File: src/rtl/fetch_unit_pkg.sv
// Shared constants for the fetch unit: FSM encodings, reset vector and next-PC select codes.
package fetch_unit_pkg;

    localparam logic [0:0] FETCH_IDLE = 1'b0;
    localparam logic [0:0] FETCH_REQ  = 1'b1;

    localparam logic [31:2] RESET_PC_DEFAULT = 30'h0000_0C00;

    typedef enum logic [1:0] {
        NPC_SEQ    = 2'b00,
        NPC_BRANCH = 2'b01,
        NPC_JUMP   = 2'b10,
        NPC_JREG   = 2'b11
    } npc_sel_e;

    // Unsigned wrap makes addresses below base land far above any window size.
    function automatic logic in_imem_window(input logic [29:0] addr,
                                            input logic [29:0] base,
                                            input logic [29:0] words);
        logic [29:0] offset;
        offset = addr - base;
        return (offset < words);
    endfunction

endpackage

File: src/rtl/fetch_unit_if.sv
// Instruction-memory request/acknowledge bus between the fetch unit and imem.
interface fetch_unit_if;

    logic        imem_req;
    logic [31:2] imem_addr;
    logic        imem_ack;
    logic [31:0] imem_rdata;

    modport master (
        output imem_req,
        output imem_addr,
        input  imem_ack,
        input  imem_rdata
    );

    modport slave (
        input  imem_req,
        input  imem_addr,
        output imem_ack,
        output imem_rdata
    );

endinterface

File: src/rtl/fetch_unit.sv
// PC register, IR register and two-state fetch FSM of the multicycle MIPS core.
// Optional macro FETCH_TIMEOUT_EN adds a bounded wait for imem_ack that faults on expiry.
module fetch_unit
    import fetch_unit_pkg::*;
#(
    parameter logic [31:2] RESET_PC   = RESET_PC_DEFAULT,
    parameter int unsigned IMEM_WORDS = 1024
`ifdef FETCH_TIMEOUT_EN
    ,
    parameter int unsigned TIMEOUT_CYCLES = 16
`endif
) (
    input  logic         clk,
    input  logic         rst,
    input  logic         pc_wr,
    input  logic [31:2]  npc,
    input  logic         fetch_start,
    fetch_unit_if.master imem,
    output logic [31:2]  pc,
    output logic [31:0]  ir,
    output logic         ir_valid,
    output logic         turn,
    output logic         fetch_busy,
    output logic         fetch_fault
);

    logic [0:0]  state_q,    state_d;
    logic [31:2] pc_q,       pc_d;
    logic [31:0] ir_q,       ir_d;
    logic        ir_valid_q, ir_valid_d;
    logic        turn_q,     turn_d;
    logic        req_q,      req_d;
    logic [31:2] addr_q,     addr_d;
    logic        fault_q,    fault_d;

    logic [31:2] pc_sel_s;
    logic        in_range_s;

`ifdef FETCH_TIMEOUT_EN
    localparam int unsigned CNT_W = (TIMEOUT_CYCLES > 1) ? $clog2(TIMEOUT_CYCLES) : 1;
    localparam logic [CNT_W-1:0] CNT_LAST = CNT_W'(TIMEOUT_CYCLES - 1);
    logic [CNT_W-1:0] cnt_q, cnt_d;
`endif

    // A same-cycle pc_wr in IDLE redirects the fetch address as well as pc.
    always_comb begin
        if ((state_q == FETCH_IDLE) && pc_wr) begin
            pc_sel_s = npc;
        end else begin
            pc_sel_s = pc_q;
        end
    end

    assign in_range_s = in_imem_window(pc_sel_s, RESET_PC, 30'(IMEM_WORDS));

    // Next-state logic for the FSM and every architectural register.
    always_comb begin
        state_d    = state_q;
        pc_d       = pc_q;
        ir_d       = ir_q;
        ir_valid_d = ir_valid_q;
        turn_d     = 1'b0;
        req_d      = req_q;
        addr_d     = addr_q;
        fault_d    = fault_q;
`ifdef FETCH_TIMEOUT_EN
        cnt_d      = cnt_q;
`endif
        case (state_q)
            FETCH_IDLE: begin
                pc_d = pc_sel_s;
                if (fetch_start && !fault_q) begin
                    if (in_range_s) begin
                        state_d    = FETCH_REQ;
                        req_d      = 1'b1;
                        addr_d     = pc_sel_s;
                        ir_valid_d = 1'b0;
`ifdef FETCH_TIMEOUT_EN
                        cnt_d      = '0;
`endif
                    end else begin
                        fault_d = 1'b1;
                    end
                end else begin
                    state_d = FETCH_IDLE;
                end
            end
            FETCH_REQ: begin
                // pc must not move under an outstanding fetch; flag the controller bug.
                if (pc_wr) begin
                    fault_d = 1'b1;
                end else begin
                    fault_d = fault_q;
                end
                if (imem.imem_ack) begin
                    ir_d       = imem.imem_rdata;
                    ir_valid_d = 1'b1;
                    turn_d     = 1'b1;
                    req_d      = 1'b0;
                    state_d    = FETCH_IDLE;
`ifdef FETCH_TIMEOUT_EN
                end else if (cnt_q == CNT_LAST) begin
                    fault_d = 1'b1;
                    req_d   = 1'b0;
                    state_d = FETCH_IDLE;
                end else begin
                    cnt_d = cnt_q + CNT_W'(1);
                end
`else
                end else begin
                    state_d = FETCH_REQ;
                end
`endif
            end
            default: begin
                state_d = FETCH_IDLE;
                req_d   = 1'b0;
            end
        endcase
    end

    // State and output registers with asynchronous reset.
    always_ff @(posedge clk or posedge rst) begin
        if (rst) begin
            state_q    <= FETCH_IDLE;
            pc_q       <= RESET_PC;
            ir_q       <= 32'h0000_0000;
            ir_valid_q <= 1'b0;
            turn_q     <= 1'b0;
            req_q      <= 1'b0;
            addr_q     <= 30'h0000_0000;
            fault_q    <= 1'b0;
        end else begin
            state_q    <= state_d;
            pc_q       <= pc_d;
            ir_q       <= ir_d;
            ir_valid_q <= ir_valid_d;
            turn_q     <= turn_d;
            req_q      <= req_d;
            addr_q     <= addr_d;
            fault_q    <= fault_d;
        end
    end

`ifdef FETCH_TIMEOUT_EN
    // Wait counter for the outstanding request.
    always_ff @(posedge clk or posedge rst) begin
        if (rst) begin
            cnt_q <= '0;
        end else begin
            cnt_q <= cnt_d;
        end
    end
`endif

    assign imem.imem_req  = req_q;
    assign imem.imem_addr = addr_q;
    assign pc             = pc_q;
    assign ir             = ir_q;
    assign ir_valid       = ir_valid_q;
    assign turn           = turn_q;
    assign fetch_busy     = (state_q != FETCH_IDLE);
    assign fetch_fault    = fault_q;

endmodule

File: src/flat_wrapper.sv
// flat-port wrapper written by rule: the top's interface ports become plain ports
module fetch_unit_flat import fetch_unit_pkg::*;
#(
    parameter logic [31:2] RESET_PC   = RESET_PC_DEFAULT,
    parameter int unsigned IMEM_WORDS = 1024

)
  (clk, rst, pc_wr, npc, fetch_start, pc, ir, ir_valid, turn, fetch_busy, fetch_fault, imem_imem_req, imem_imem_addr, imem_imem_ack, imem_imem_rdata);
  fetch_unit_if imem_i ();
  input  logic clk;
  input  logic rst;
  input  logic pc_wr;
  input  logic [31:2] npc;
  input  logic fetch_start;
  output logic [31:2] pc;
  output logic [31:0] ir;
  output logic ir_valid;
  output logic turn;
  output logic fetch_busy;
  output logic fetch_fault;
  output wire logic [$bits(imem_i.imem_req)-1:0] imem_imem_req;
  output wire logic [$bits(imem_i.imem_addr)-1:0] imem_imem_addr;
  input wire logic [$bits(imem_i.imem_ack)-1:0] imem_imem_ack;
  input wire logic [$bits(imem_i.imem_rdata)-1:0] imem_imem_rdata;
  assign imem_imem_req = imem_i.imem_req;
  assign imem_imem_addr = imem_i.imem_addr;
  assign imem_i.imem_ack = imem_imem_ack;
  assign imem_i.imem_rdata = imem_imem_rdata;
  fetch_unit #(.RESET_PC(RESET_PC), .IMEM_WORDS(IMEM_WORDS)) u_core (.clk(clk), .rst(rst), .pc_wr(pc_wr), .npc(npc), .fetch_start(fetch_start), .imem(imem_i), .pc(pc), .ir(ir), .ir_valid(ir_valid), .turn(turn), .fetch_busy(fetch_busy), .fetch_fault(fetch_fault));
endmodule
File: config.mk
export PLATFORM = sky130hd
export DESIGN_NAME = fetch_unit_flat
export DESIGN_NICKNAME = d
export VERILOG_FILES = /design/src/rtl/fetch_unit_pkg.sv /design/src/rtl/fetch_unit_if.sv /design/src/rtl/fetch_unit.sv /design/src/flat_wrapper.sv
export SDC_FILE = /design/constraint.sdc
export NUM_CORES = 1
export LEC_CHECK = 0
export CAP_MARGIN = 10
export CELL_PAD_IN_SITES_DETAIL_PLACEMENT = 0
export CELL_PAD_IN_SITES_GLOBAL_PLACEMENT = 1
export CORE_ASPECT_RATIO = 0.6
export CORE_MARGIN = 5
export CORE_UTILIZATION = 35
export DETAILED_ROUTE_END_ITERATION = 6
export DONT_BUFFER_PORTS = 1
export GPL_TIMING_DRIVEN = 0
export HOLD_SLACK_MARGIN = 0.1
export PLACE_DENSITY_LB_ADDON = 0.3
export SYNTH_ARGS = -nofsm -noshare
export SYNTH_HDL_FRONTEND = slang
export SYNTH_SLANG_ARGS = --single-unit
File: constraint.sdc
create_clock -name clk -period 3.3 [get_ports clk]
set_input_delay 0.33 -clock clk [delete_from_list [all_inputs] [get_ports clk]]
set_output_delay 0.33 -clock clk [all_outputs]
set_load 0.02 [all_outputs]
==> results of run 1 <==
==> metal layers <==
layer  wire (um)  GRT usage  up-vias
met5           0          0        -
met4         104    0.03727        0
met3        1466    0.08730       12
met2        4030     0.2026      140
met1        4252     0.2050     1215
li1            -          -     1104
==> state kept, by name, indices dropped and copies added, names as in the netlist <==
signal,cells
u_core.fetch_fault,1
u_core.turn,1
u_core.ir_valid,1
u_core.imem.imem_req,1
u_core.imem.imem_addr,30
u_core.pc,30
u_core.fetch_busy,1
u_core.ir,32
==> power by group <==
part | internal [mW] | total [mW] | leakage (nW) | switching (mW)
registers | 1.22 | 1.30 | 1.29 | 0.0810
clock network | 0.594 | 1.03 | 0.137 | 0.441
logic | 0.0456 | 0.123 | 0.825 | 0.0779
==> what timing repair did <==
item / 4_1_cts / 5_1_grt
setup buffers: 1 / 0
pin swaps: 1 / 0
endpoints found under the hold margin: 58 / 0
resized for setup: 1 / 1
hold buffers: 16 / 0
endpoints found under the setup margin: 33 / 30
cloned: 0 / 0
==> placed cells by master, fill, tap and decap left out, drive strengths merged, types with 6 or more instances in the layout <==
cell type / synthesis / layout
buf: 12 / 14
clkbuf: 2 / 13
dfrtp: 95 / 95
dlygate4sd3: 0 / 16
mux2: 44 / 44
nand2: 87 / 87
nor2b: 19 / 19
nor4: 7 / 7
or3: 6 / 6
==> kinds of logic (layout without fill, tap and decap cells) <==
| group | count (synthesis) | after routing | share of synthesized area |
|---|---|---|---|
| AOI/OAI and AO/OA | 12 | 12 | 0.03229 |
| xor gates and xnor gates | 1 | 1 | 0.002307 |
| buffers and inverters | 18 | 52 | 0.02109 |
| DFF | 97 | 97 | 0.6399 |
| muxes | 48 | 48 | 0.1410 |
| and+or+nand+nor | 136 | 136 | 0.1634 |
==> critical path: stages, from the launching register on <==
cell and delay, ps:
dfrtp_2 530, nand2b_1 140, clkbuf_1 270, buf_2 340, nand4_1 160, o41ai_2 290
o211ai_1 240, a2111oi_4 370, buf_4 230, mux2_2 340
==> per-stage QoR <==
| stage | area, um^2 | std cells | utilization |
|---|---|---|---|
| final | 4473 | 485 | 0.4222 |
| after CTS | 4466 | 485 | 0.4215 |
| after global placement | 3971 | 451 | 0.3748 |
| after detailed placement | 4001 | 452 | 0.3777 |
| after floorplan | 3797 | 312 | - |
| after global routing | 4473 | 485 | 0.4222 |
==> area by class of cell <==
type / instances / area, um^2
clock buffers: 11 / 232.7
plain buffers: 14 / 65.06
multi-input cells: 197 / 1295
well taps: 139 / 173.9
repair buffers: 18 / 195.2
clock inverters: 5 / 62.56
fillers: 1001 / 6122
flip-flops and latches: 97 / 2431
inverters: 4 / 17.52
==> worst paths after layout <==
check	start	end	slack (ps)	depth (start not counted)
setup / recovery	u_core.fetch_busy	u_core.imem.imem_addr[11]	280	9
hold / removal	npc[30]	u_core.pc[30]	120	2
setup reg to reg	u_core.fetch_busy	u_core.imem.imem_addr[11]	280	9
hold reg to reg	u_core.pc[13]	u_core.pc[13]	540	2
max in group asynchronous	rst	u_core.ir[4]	2090	3
min in group asynchronous	rst	u_core.imem.imem_addr[19]	550	2
==> results list, run 1 <==
* Area growth syn-to-layout: 17.79%
- Cell count after synthesis: 312
* Setup crit start kind: flip-flop
* Critical path capture point type: flip-flop
* RSZ-0062 raised after global routing: no
- The number of antenna violations at the first check in global routing was 0.
- In the final timing run, aggregate negative setup slack is 0 ps.
- Height of the die: 90.69 um
- Count of final hold-check violations: 0
* Sum of internal, switching and leakage power: 2.462 mW
* Final setup violation count: 0
* Die area: 13,100 um^2
- Clock skew after layout: 5.378 ps
- The worst hold path belongs to the class in2reg.
- Proportion of register bits with asynchronous set or reset after synthesis: 1.000
- Routability-driven placement finished with a final weighted congestion of 0.7649.
- Overall routing resource usage: 0.1500
- The die is 144.5 um wide.
- Overall via count from detail_route: 2,471
* First-pass DRT Iterations: 4
- The count of pins over their slew limit was 0.
- Starting density of the core: 0.3584
- On the final layout, the worst hold slack is 117.9 ps.
* CTS tree: done
- Summed instance area of the synthesized netlist: 3797 um^2
- The longest clock path from root to sink contains 2 buffers.
- Counting every net in the synthesized netlist gives 379.
- At the placement stage, the worst setup path has a slack of -256.1 ps.
- Power density relative to cell area: 550.5 nW/um^2
- Worst-Skew Late Latency: 330 ps
- Most repeated cell in the gate-level netlist after synthesis: dfrtp_1
- The tree is rooted in a clkbuf_16.
- Transition time of the tightest slew-check pin: 630.2 ps
- Global-route congestion overflow total: 0
- The clock tree synthesis step divided the H-tree into 3 levels.
- In this run the remaining antenna-violating nets after routing total 0.
- Clock sinks: 97
- During synthesis, Yosys emitted a total of 0 warnings.
* Top cells by count, synth: dfrtp_1, nand2_1, mux2_2
- The biggest area contributor in the post-synthesis netlist is dfrtp_1.
- Slew headroom: 0.5799
- After detailed routing, the average wire length per cell comes to 20.32 um.
* Quantity of I/O buffers inserted on ports: 0
- The number of clock buffers added by TritonCTS is 9.
- The share of synthesized area in the top cell type comes to 0.6260.
* Maximum clock rate: 330.7 MHz
- Floorplan Core Area: 10,600 um^2
- The first routing iteration left 123 violations.
- Total of flip-flops plus latches after synthesis: 97
* MaxCap Viol Count: 0
- Share of final-layout standard cells stronger than drive strength 1: 0.1936
- The wire-length estimate of the detail-placed layout is 7271 um.
- Syn Area/Cell: 12.17 um^2
* Pin count of the biggest net entering global routing: 53
* DRC violation count after routing: 0
- Number of nets in the layout: 408
- Predominant post-synthesis flop cell: dfrtp_1
- Ant diodes: 0
* Critical path class: reg2reg
- Of all nets on the critical path, the largest fanout is 10.
- Via density: 5.095
- The flow ran to the end, and the final reports show no timing, DRC or antenna violations.
- WP data required: 3520 ps
- After synthesis, the cell types taking the most area are dfrtp_1, mux2_2, nand2_1.
- For this block, the routed nets add up to 9854 um of wire.
- Share of synthesized area occupied by flip-flops and latches: 0.6399
* Setup slack after layout: 276.1 ps
- EDFF count, synth: 0
- Reported leakage power: 2.252 nW
* Final critical delay including setup and external delays: 3024 ps
- Clock transition at the registers of the reported paths: 70 ps
* Largest vdd supply drop: 0.0002792 V
* Period utilisation layout: 0.9163
* Vias in the first global route: 2,583
- Counting distinct cell types in the post-synthesis netlist gives 32.
* Global-route wire length before repair: 15,070 um
* I/O Pins: 164
- Number of placement rows: 29
- Critical Path AT: 3250 ps
(Power assumes the default switching activity.)
==> run 2, diff against run 1 <==
--- a/config.mk
+++ b/config.mk
@@ -8,7 +8,6 @@
 export CAP_MARGIN = 10
 export CELL_PAD_IN_SITES_DETAIL_PLACEMENT = 0
 export CELL_PAD_IN_SITES_GLOBAL_PLACEMENT = 1
-export CORE_ASPECT_RATIO = 0.6
 export CORE_MARGIN = 5
 export CORE_UTILIZATION = 35
 export DETAILED_ROUTE_END_ITERATION = 6
==> constraint.sdc (replaced) <==
create_clock -name clk -period 3.5 [get_ports clk]
set_input_delay 0.35 -clock clk [delete_from_list [all_inputs] [get_ports clk]]
set_output_delay 0.35 -clock clk [all_outputs]
set_load 0.02 [all_outputs]
==> run 2 against run 1 <==
  * First-iteration DRC count shrank 9.8%
  * Global-route usage shrank 0.23 points
  * Clock skew grew 4.7 ps
  * Critical path type unchanged
  * Largest power group unchanged
  * Highest routed layer unchanged
==> results list, run 2 (same netlist as run 1, synthesis figures left out) <==
- The final hold violation count came to 0.
* First-pass DRT Iterations: 4
- The number of global-route vias before repair came to 2,659.
- Largest driver fanout on the critical path: 10
* CTS tree: done
- For this run, design rule violations remaining after detail routing come to 0.
* Clock skew after layout: 10.05 ps
- Final wirelength: 9445 um
- Max Transition Viols Final: 0
- Clock tree synthesis found a total of 97 sinks.
- Final design utilization: 0.4133
- HPWL Detailed: 6819 um
* Clock Path Buffers: 2
- Entering global routing, the biggest net connects 69 pins.
* FF-to-FF Start: u_core.fetch_busy
- Counting the buffers created by CTS gives 9.
- For this design the ratio of total power to cell area is 470.7 nW/um^2.
* Final setup TNS: 0 ps
* Worst Hold Endpoint: u_core.pc[3]
- Most common cell after layout, fill and taps aside: dfrtp_1
- Floorplan Core Area: 10,750 um^2
- Commonest cells after routing, fill and taps aside: dfrtp_1, nand2_1, mux2_2
- Overall routing resource usage: 0.1476
- The detail route stage leaves a number of antenna-violating nets equal to 0.
- Setup repair after global routing left no endpoint under its margin.
* Slew headroom: 0.5941
- Counting both buffers and inverters, the worst setup path holds a total of 2.
* Die area: 13,030 um^2
- Critical Path AT: 3320 ps
- Critical path class: reg2reg
- Ordered cell list for the critical path: nand2b_1 > clkbuf_1 > or3_1 > a2111oi_0 > o211ai_1 > a2111oi_4 > buf_6 > mux2_1
- Clock transition at the registers of the reported paths: 100 ps
- Once layout is complete, the cells apart from fillers number 493.
* CP max stage delay: 520 ps
- In this run the worst hold path is classified as in2reg.
- Worst-Skew Late Latency: 360 ps
- The register with the most flip-flops in the layout has 32 of them.
* Largest vdd supply drop: 0.0001568 V
* Final critical delay including setup and external delays: 3077 ps
* Placed instance count: 453
* Placer congestion estimate: 0.8979
- The number of antenna violations at the first check in global routing is 0.
- After the first detailed-routing iteration, the DRC count stood at 111.
- Total number of H-tree levels: 3
* Worst Hold Path Cells: 2
* Critical path launch point: u_core.fetch_busy
* Reported leakage power: 2.238 nW
- After layout, the design draws a total of 2.090 mW.
- Quantity of I/O buffers inserted on ports: 0
- Final hold analysis gives a worst-case slack of 119.4 ps.
- Measured along the x axis, the die boundary spans 114.2 um.
* Via density: 4.915
- Largest delay share family, worst path: compound AO/OA/AOI/OAI gates
* Critical path capture point type: flip-flop
- Global-route congestion overflow total: 0
- Share of final-layout standard cells stronger than drive strength 1: 0.1955
* Starting density of the core: 0.3534
- In the final routed layout, each cell accounts on average for 19.16 um.
- MaxCap Viol Count: 0
- Hold wc startpoint: npc[3]
- At the worst endpoint, the required time is 3740 ps.
- The worst setup path is launched from a flip-flop.
* Outcome: complete, no violations
* Worst reg-to-reg setup slack: 420 ps
* Height of the die: 114.2 um
* Number of nets in the layout: 415
- The first global-routing pass estimated 15,060 um of wire.
- Across all layers, the routed design uses 2,423 vias.
* Area growth syn-to-layout: 16.94%
- Transition time of the tightest slew-check pin: 608.9 ps
* Root buffer cell: clkbuf_8
- Counting cells, the worst reg-to-reg path comes to 8.
- Timing would allow up to 324.9 MHz.
- Period utilisation layout: 0.8793
- I/O Pins: 164
- Setup violations remaining at the end of the flow were counted as 0.
- The endpoint identified for the worst register-to-register timing path is u_core.imem.imem_addr[4].
- Among all stages on the critical path, the largest delay is contributed by dfrtp_2.
* Ant diodes: 0
- Number of placement rows: 38
## run 2: worst max-delay path by stage
| stage | to | depth (start not counted) | slack (ps) |
|---|---|---|---|
| after floorplan | u_core.fetch_busy | 1 | 620 |
| after global placement | u_core.imem.imem_addr[19] | 1 | -430 |
| after detailed placement | u_core.imem.imem_addr[3] | 9 | 180 |
| after CTS | u_core.imem.imem_addr[4] | 9 | 130 |
| after global routing | u_core.imem.imem_addr[4] | 9 | 120 |
| final | u_core.imem.imem_addr[4] | 8 | 420 |
## run 2: power breakdown
| part | leakage (nW) | total (mW) | switching, mW | internal, mW |
|---|---|---|---|---|
| sequential | 1.29 | 1.22 | 0.0728 | 1.15 |
| combinational | 0.851 | 0.119 | 0.0721 | 0.0466 |
| clock | 0.0962 | 0.747 | 0.392 | 0.354 |
## run 2: area by class of cell
cell class,count,area (um^2)
timing repair buffer,25,260.3
buffer,14,65.06
inverter,4,17.52
sequential,97,2431
tap,140,175.2
clock inverter,5,62.56
multi-input combinational,197,1287
clock buffer,11,141.4
fill,1034,6305
## run 2: per-layer routing
metal	global-route usage	up-vias	share of wire
met5	0	-	0
met4	0.06017	0	0.021
met3	0.05920	16	0.11
met2	0.2256	117	0.46
met1	0.1869	1176	0.41
li1	-	1114	-
## run 2: worst register-to-register path: stages, from the launching register on
cell       delay [ps]
dfrtp_2           520
nand2b_1          180
clkbuf_1          190
or3_1             350
a2111oi_0         470
o211ai_1          270
a2111oi_4         440
buf_6             210
mux2_1            330
## run 2: stage by stage
stage / instance area, um^2 / setup WS, ps
after detailed placement: 4003 / 183.2
final: 4441 / 422.6
after CTS: 4417 / 131.5
after floorplan: 3797 / 619.6
after global routing: 4441 / 115.6
after global placement: 3973 / -431.0
## run 2: what timing repair did
action,CTS,global route
endpoints found under the hold margin,49,0
endpoints found under the setup margin,0,24
buffers inserted,0,3
hold buffers,21,0
gates resized for setup,0,1
